### src/rtl/muldiv_seq_pkg.sv
// Shared types and constants for the muldiv_seq multiply/divide sequencer.
package muldiv_seq_pkg;

    typedef enum logic [2:0] {
        ST_IDLE,
        ST_MUL,
        ST_DIV,
        ST_DONE,
        ST_KILL
    } state_t;

    // Bit positions inside the one-hot req_op vector.
    localparam int OP_MUL_LO = 0;
    localparam int OP_REM    = 1;
    localparam int OP_MUL_HI = 2;
    localparam int OP_QUO    = 3;

    localparam logic [31:0] DIV_ZERO_QUOT = 32'hFFFF_FFFF;

    function automatic logic is_onehot4(input logic [3:0] v);
        return (v != 4'b0000) && ((v & (v - 4'd1)) == 4'b0000);
    endfunction

endpackage

### src/rtl/muldiv_wdog.sv
// Watchdog counter: expired is high on the (2^WDOG_W)-1'th consecutive enabled cycle.
module muldiv_wdog
    import muldiv_seq_pkg::*;
#(
    parameter int WDOG_W = 7
) (
    input  logic clk,
    input  logic reset,
    input  logic clear,
    input  logic enable,
    output logic expired
);

    localparam logic [WDOG_W-1:0] LAST = {{(WDOG_W-1){1'b1}}, 1'b0};
    localparam logic [WDOG_W-1:0] ONE  = {{(WDOG_W-1){1'b0}}, 1'b1};

    logic [WDOG_W-1:0] count_q;

    // NOTE: sequential state uses non-blocking assignments so every register
    // samples pre-edge values regardless of process ordering.
    always_ff @(posedge clk or posedge reset) begin
        if (reset) begin
            count_q <= '0;
        end else if (clear) begin
            count_q <= '0;
        end else if (enable && !expired) begin
            count_q <= count_q + ONE;
        end
    end

    assign expired = enable && (count_q == LAST);

endmodule

### src/rtl/muldiv_seq.sv
// Multiply/divide sequencer between the EX stage and external mul/div units.
// Optional macro DIV_ZERO_FAST_EN: divide by zero completes without the divider.
module muldiv_seq
    import muldiv_seq_pkg::*;
#(
    parameter int WDOG_W = 7
) (
    input  logic        clk,
    input  logic        reset,
    input  logic        req_valid,
    output logic        req_ready,
    input  logic [3:0]  req_op,
    input  logic        req_sign,
    input  logic [31:0] req_src1,
    input  logic [31:0] req_src2,
    input  logic        flush,
    output logic        resp_valid,
    input  logic        resp_ready,
    output logic [31:0] resp_data,
    output logic        resp_err,
    output logic        mul_in_valid,
    output logic [31:0] mul_src1,
    output logic [31:0] mul_src2,
    output logic [1:0]  mul_sign,
    input  logic        mul_out_valid,
    input  logic [31:0] mul_hi,
    input  logic [31:0] mul_lo,
    output logic        div_in_valid,
    output logic        div_signed,
    output logic [31:0] div_src1,
    output logic [31:0] div_src2,
    input  logic        div_out_valid,
    input  logic [31:0] quotient,
    input  logic [31:0] remainder,
    output logic        busy
);

    state_t      state_q, state_d;
    logic [3:0]  op_q;
    logic        sign_q;
    logic [31:0] src1_q, src2_q;
    logic [31:0] result_q, result_d;
    logic        err_q, err_d;
    logic        fire;
    logic        is_mul_q;
    logic        unit_done;
    logic [31:0] unit_word;
    logic        wdog_clear, wdog_en, wdog_expired;

    assign fire      = req_valid & req_ready & ~flush;
    assign is_mul_q  = op_q[OP_MUL_LO] | op_q[OP_MUL_HI];
    assign unit_done = is_mul_q ? mul_out_valid : div_out_valid;

    // The latched op is one-hot here, so masking selects exactly one word.
    assign unit_word = ({32{op_q[OP_MUL_LO]}} & mul_lo)
                     | ({32{op_q[OP_MUL_HI]}} & mul_hi)
                     | ({32{op_q[OP_REM]}}    & remainder)
                     | ({32{op_q[OP_QUO]}}    & quotient);

    // NOTE: every always_comb output gets a default first; a missed branch would
    // otherwise infer a latch.
    always_comb begin
        state_d  = state_q;
        result_d = result_q;
        err_d    = err_q;
        case (state_q)
            ST_IDLE: begin
                if (fire) begin
                    if (!is_onehot4(req_op)) begin
                        state_d  = ST_DONE;
                        result_d = '0;
                        err_d    = 1'b1;
                    end else if (req_op[OP_MUL_LO] | req_op[OP_MUL_HI]) begin
                        state_d = ST_MUL;
`ifdef DIV_ZERO_FAST_EN
                    end else if (req_src2 == '0) begin
                        state_d  = ST_DONE;
                        result_d = ({32{req_op[OP_QUO]}} & DIV_ZERO_QUOT)
                                 | ({32{req_op[OP_REM]}} & req_src1);
                        err_d    = 1'b0;
`endif
                    end else begin
                        state_d = ST_DIV;
                    end
                end
            end
            ST_MUL, ST_DIV: begin
                if (flush && unit_done) begin
                    state_d = ST_IDLE;
                end else if (flush) begin
                    state_d = ST_KILL;
                end else if (unit_done) begin
                    state_d  = ST_DONE;
                    result_d = unit_word;
                    err_d    = 1'b0;
                end else if (wdog_expired) begin
                    state_d  = ST_DONE;
                    result_d = '0;
                    err_d    = 1'b1;
                end
            end
            ST_DONE: begin
                if (flush || resp_ready) begin
                    state_d = ST_IDLE;
                end
            end
            ST_KILL: begin
                if (unit_done || wdog_expired) begin
                    state_d = ST_IDLE;
                end
            end
            default: state_d = ST_IDLE;
        endcase
    end

    // NOTE: the operand latches are reset along with the control state so the
    // unit-facing operand ports never show X after reset.
    always_ff @(posedge clk or posedge reset) begin
        if (reset) begin
            state_q  <= ST_IDLE;
            op_q     <= '0;
            sign_q   <= 1'b0;
            src1_q   <= '0;
            src2_q   <= '0;
            result_q <= '0;
            err_q    <= 1'b0;
        end else begin
            state_q  <= state_d;
            result_q <= result_d;
            err_q    <= err_d;
            if (fire) begin
                op_q   <= req_op;
                sign_q <= req_sign;
                src1_q <= req_src1;
                src2_q <= req_src2;
            end
        end
    end

    assign wdog_en    = (state_q == ST_MUL) || (state_q == ST_DIV) || (state_q == ST_KILL);
    assign wdog_clear = (state_d != state_q);

    muldiv_wdog #(
        .WDOG_W (WDOG_W)
    ) u_wdog (
        .clk     (clk),
        .reset   (reset),
        .clear   (wdog_clear),
        .enable  (wdog_en),
        .expired (wdog_expired)
    );

    assign req_ready    = (state_q == ST_IDLE);
    assign busy         = (state_q != ST_IDLE);
    // A flush in DONE drops the response, so it must not look like a handshake.
    assign resp_valid   = (state_q == ST_DONE) & ~flush;
    assign resp_data    = result_q;
    assign resp_err     = (state_q == ST_DONE) & err_q;

    assign mul_in_valid = (state_q == ST_MUL);
    assign mul_src1     = src1_q;
    assign mul_src2     = src2_q;
    assign mul_sign     = {~sign_q, ~sign_q};

    assign div_in_valid = (state_q == ST_DIV);
    assign div_signed   = sign_q;
    assign div_src1     = src1_q;
    assign div_src2     = src2_q;

endmodule

### config.mk
export PLATFORM = sky130hd
export DESIGN_NAME = muldiv_seq
export DESIGN_NICKNAME = d
export VERILOG_FILES = /design/src/rtl/muldiv_seq_pkg.sv /design/src/rtl/muldiv_wdog.sv /design/src/rtl/muldiv_seq.sv
export SDC_FILE = /design/constraint.sdc
export NUM_CORES = 1
export LEC_CHECK = 0
export CORE_MARGIN = 2
export CORE_UTILIZATION = 26
export CTS_BUF_LIST = sky130_fd_sc_hd__clkbuf_8
export DETAILED_ROUTE_END_ITERATION = 10
export HOLD_SLACK_MARGIN = 0.15
export PLACE_DENSITY_LB_ADDON = 0.2
export SETUP_SLACK_MARGIN = 0.02
export SLEW_MARGIN = 5
export SYNTH_ARGS = -nofsm -noshare
export SYNTH_HDL_FRONTEND = slang
export SYNTH_SLANG_ARGS = --single-unit
### constraint.sdc
create_clock -name clk -period 5.1 [get_ports clk]
set_input_delay 1.53 -clock clk [delete_from_list [all_inputs] [get_ports clk]]
set_output_delay 1.53 -clock clk [all_outputs]
set_load 0.005 [all_outputs]
; ---- After elaboration in Yosys (flattened, before gate mapping)
; Cells that the tools add are included.
[classes]
muxes = 27
n_reduce_logical = 17
bitwise = 16
eq_ne = 11
n_addsub = 2
[ops]
columns = cell, count
row1 = 2-to-1 mux 32 bit, 6
row2 = AND 32 bit, 4
row3 = bitwise OR 32 bit, 3
row4 = one-hot mux 32 bit (2 select lines), 1
row5 = 2-to-1 mux 3 bit, 7
row6 = 2-to-1 mux 7 bit, 2
row7 = one-hot mux 3 bit (4 select lines), 1
row8 = adder 7 x 1 -> 7 bit (second input constant), 1
row9 = equality test 7 bit (second input constant), 1
row10 = 2-to-1 mux 1 bit, 7
row11 = equality test 3 x 2 -> 1 bit (second input constant), 2
row12 = != test 2 bit (second input constant), 3
row13 = AND reduction 6 bit, 1
row14 = AND 1 bit, 4
row15 = AND 4 bit, 1
row16 = logical AND 1 bit, 4
row17 = logical NOT 4 bit, 1
row18 = logical OR 1 bit, 4
row19 = 2-to-1 mux 2 bit, 2
row20 = nonzero test 2 bit, 2
row21 = nonzero test 4 bit, 1
row22 = subtractor 4 x 1 -> 4 bit (second input constant), 1
row23 = equality test 3 x 1 -> 1 bit (second input constant), 1
row24 = equality test 3 bit (second input constant), 1
row25 = other kinds (10), 12
[totals]
regBits = 112
wordCells = 81

; ---- Depth between registers and ports, before layout
[logic_depth]
ltp_word = 11
ltp_mapped = 8

; ---- By module
; Synthesis repeated with hierarchy kept, for this count alone.
[hier_totals]
hier_cells = 642
hier_area_um2 = 6064.6
[by_module_without_submodules]
columns = mod, seq_area_each_um2, area_per_inst_um2, cells_each, instances
row1 = muldiv_seq, 2627.5, 5645.4, 599, 1
row2 = muldiv_wdog, 175.2, 419.2, 43, 1

; ---- Worst setup path before layout
; No wires, ideal clock.
[synth_path]
path_kind = input to output
startpoint = input flush
endpoint = output resp_valid
t_arrival_ns = 1.949
slack_ns = 1.621
n_path_buf = 1
path_stages = 2
path_cell_list = clkbuf_1 nor3b_1
[synth_between]
elab_chain_cells = 2
[synth_rtl]
columns = element, line_no
row1 = start: declaration, muldiv_seq.sv:16  ; input logic flush,
row2 = inverter 1 bit, muldiv_seq.sv:156  ; assign resp_valid = (state_q == ST_DONE) & ~flush;
row3 = AND 1 bit, muldiv_seq.sv:156
row4 = end: declaration, muldiv_seq.sv:17  ; output logic resp_valid,
; Every way passes these cells.

; ---- Worst setup path in the final report
; Same ends and word-level chain as after synthesis.

==> impl_metrics.py <==
metrics = {
    "detailed_routing": {
        "viasPerCell": 4.498,
        "wl_per_cell_um": 16.39,
        "firstDrtPassIters": 4,
        "first_iter_violations": 252,
        "ant_nets": 0,
        "route.detailed.drc": 0,
        "vias": 5447,
        "wirelength_um": 19850,
    },
    "setup_path": {
        "slowest_delay_ns": 0.54,
        "cp_slowest_cell": "clkdlybuf4s50_1",
        "cp_data_arrival_time_ns": 2.81,
        "path_max_fanout": 2,
        "critical_path_class": "input pin to output port",
        "crit_buf_inv": 2,
        "start_kind": "input pin",
        "cpMostUsedCell": "clkdlybuf4s50_1",
        "end_kind": "output port",
        "crit_chain": "clkdlybuf4s50_1 -> nor3b_1 -> clkdlybuf4s50_1",
        "path_depth": 3,
        "cp.required_ns": 3.57,
        "path_delay_family": "buffers and inverters",
        "regToRegSetupSlack_ns": 2.39,
        "reg2regPathDepth": 6,
    },
    "timing": {
        "skew_ns": 0.01103,
        "maxSlewViolCount": 0,
        "finalSetupTns_ns": 0,
        "tightest_slew_ns": 1.027,
        "fmax_ghz": 0.2304,
        "fin_crit_ns": 4.340,
        "final.period_utilization_pct": 85.09,
        "rsz0062_at_grt": "no",
        "hold_viol": 0,
        "fin_ws_ns": 0.7602,
        "slew_headroom_pct": 31.37,
        "finalSetupViolations": 0,
    },
    "layout": {
        "nets": 1134,
        "nFillCells": 2152,
        "diodes": 0,
        "final_cell_mix": "clkdlybuf4s50_1 (372), nand2_1 (245), dfrtp_1 (112), o21ai_0 (33)",
        "layout_commonest_cell": "clkdlybuf4s50_1",
        "drive_above_1_share_pct": 3.330,
        "synthToLayoutAreaGrowth_pct": 64.47,
    },
    "die": {
        "io_pins": 373,
        "rows": 54,
        "core_sq_um": 21690,
        "chipWidth_um": 152.1,
        "fp.dieH_um": 152.1,
        "dieArea_sq_um": 23140,
        "initial_core_util_pct": 26.30,
    },
    "synth": {
        "syn_inst": 642,
        "postSynthAreaPerCell_sq_um": 8.885,
        "ys_ff_latch": 112,
        "synth_area_leaders": "dfrtp_1 (49%), nand2_1 (16%), buf_4 (9.1%)",
        "syn_area_sq_um": 5704,
        "ys_seq_area_share_pct": 49.13,
        "synth_top_area_cell": "dfrtp_1",
        "synth_top_area_share_pct": 49.13,
        "synth_cell_type_count": 44,
        "synth_warnings": 0,
        "synthesis.nets": 848,
    },
    "global_route": {
        "grt_overflow": 0,
        "grt_pass1_wl_um": 30690,
        "use_met1_pct": 21.53,
        "grtUsageTotal_pct": 16.72,
        "grt_use_met3_pct": 3.708,
        "antenna_found_initial": 0,
        "grt_busiest_layer": "met2",
        "grt_max_degree": 60,
        "grt_pass1_vias": 5155,
        "met2_usage_pct": 28.21,
    },
    "flow_run": {
        "max-cap-violations": 0,
    },
    "pwr": {
        "power_mw": 4.737,
        "leakagePower_nw": 4.035,
        "ir_drop_mv": 0.2751,
        "power_density_nw_per_um2": 504.9,
    },
    "clock_tree": {
        "cts_made_buffers": 9,
        "clk_pin_slew_ns": 0.10,
        "htreeDepth": 3,
        "cts_tree": "done",
        "cts_max_path_buffers": 2,
        "root_buffer": "clkbuf_8",
        "clock_sinks": 112,
        "holdBufCountCts": 0,
        "post-cts-setup-buffer-count": 0,
        "insertion_delay_ns": 0.38,
        "cts-resized-gates": 0,
    },
    "place": {
        "place_congestion": 0.8288,
        "io_buffers": 372,
        "dp.final_hpwl_um": 15040,
        "pre_cts_ws_ns": 0.7254,
    },
    "worst_hold_path": {
        "hold_path_depth": 2,
        "hp-class": "flip-flop to flip-flop",
    },
    "status": {
        "status": "finished, final reports clean",
    },
}
==> synthesized netlist by cell type (all sizes together) <==
cell and number:
or4 1, clkbuf 25, o2111ai 1, o21a 2
nand3 6, nand2 245, nand4 1, nand2b 2
nor4 1, inv 8, ha 2, a21boi 1
nor3b 6, o31ai 1, or3b 1, o22ai 1
nor2 12, nor3 3, a21oi 1, o21ai 40
a211oi 2, nor4b 1, and3 1, dfrtp 112
o21bai 1, a31oi 1, a32oi 1, xor2 2
nand3b 2, a22o 32, a221oi 33, or3 2
buf 81, xnor2 8, o211ai 2, a22oi 1
==> per-stage QoR <==
step | util [%] | area, sq um | hold WS [ns] | instances
after floorplan | - | 5704 | 0.4716 | 642
after global placement | 42.48 | 9214 | 0.4603 | 1197
after detailed placement | 42.48 | 9214 | 0.4687 | 1197
after CTS | 43.26 | 9382 | 0.4925 | 1211
after global routing | 43.26 | 9382 | 0.5103 | 1211
final | 43.26 | 9382 | 0.4835 | 1211
==> cell type report <==
| type | count | area [sq um] | share of cell area (%) |
|---|---|---|---|
| timing repair buffer | 381 | 3829 | 40.81 |
| sequential | 112 | 2803 | 29.87 |
| multi-input combinational | 416 | 2200 | 23.45 |
| tap | 280 | 350.3 | 3.734 |
| clock buffer | 9 | 123.9 | 1.320 |
| clock inverter | 5 | 43.79 | 0.4668 |
| inverter | 8 | 32.53 | 0.3468 |
==> where the power goes <==
group	internal (mW)	total [mW]	switching, mW
logic	1.56	2.66	1.10
registers	1.25	1.58	0.330
clock network	0.179	0.493	0.314
total	2.99	4.74	1.74
==> registers in the layout, summed over array words and instances (netlist names) <==
signal / cells
state_q: 3
resp_data: 32
err_q: 1
op_q: 4
div_src1: 32
div_signed: 1
div_src2: 32
u_wdog.count_q: 7
==> per-layer routing <==
| layer | vias up | wire length (um) |
|---|---|---|
| met4 | 0 | 357 |
| met3 | 22 | 1131 |
| li1 | 2658 | - |
| met1 | 2573 | 8426 |
| met5 | - | 0 |
| met2 | 194 | 9938 |
==> logic make-up after synthesis <==
group,after synthesis,share of synthesized area [%]
compound gates,120,16.25
xor+xnor,10,1.536
fa+ha+maj,2,0.4386
buf+inv,114,12.42
flops,112,49.13
simple gates,284,20.22
==> worst reg2reg max path: cells and delay by family (launching register included) <==
kind	cells	cell delay, ns
DFF	1	0.56
AOI/OAI and AO/OA	2	0.29
and+or+nand+nor	3	1.39
buffers and inverters	1	0.30
==> worst paths after layout <==
kind	start	end
min in group asynchronous	reset	div_src2[17]
hold reg to reg	resp_data[17]	resp_data[17]
setup / recovery	flush	resp_valid
hold / removal	resp_data[17]	resp_data[17]
setup reg to reg	state_q[0]	resp_data[13]
max in group asynchronous	reset	resp_data[7]
(Power assumes the default switching activity.)
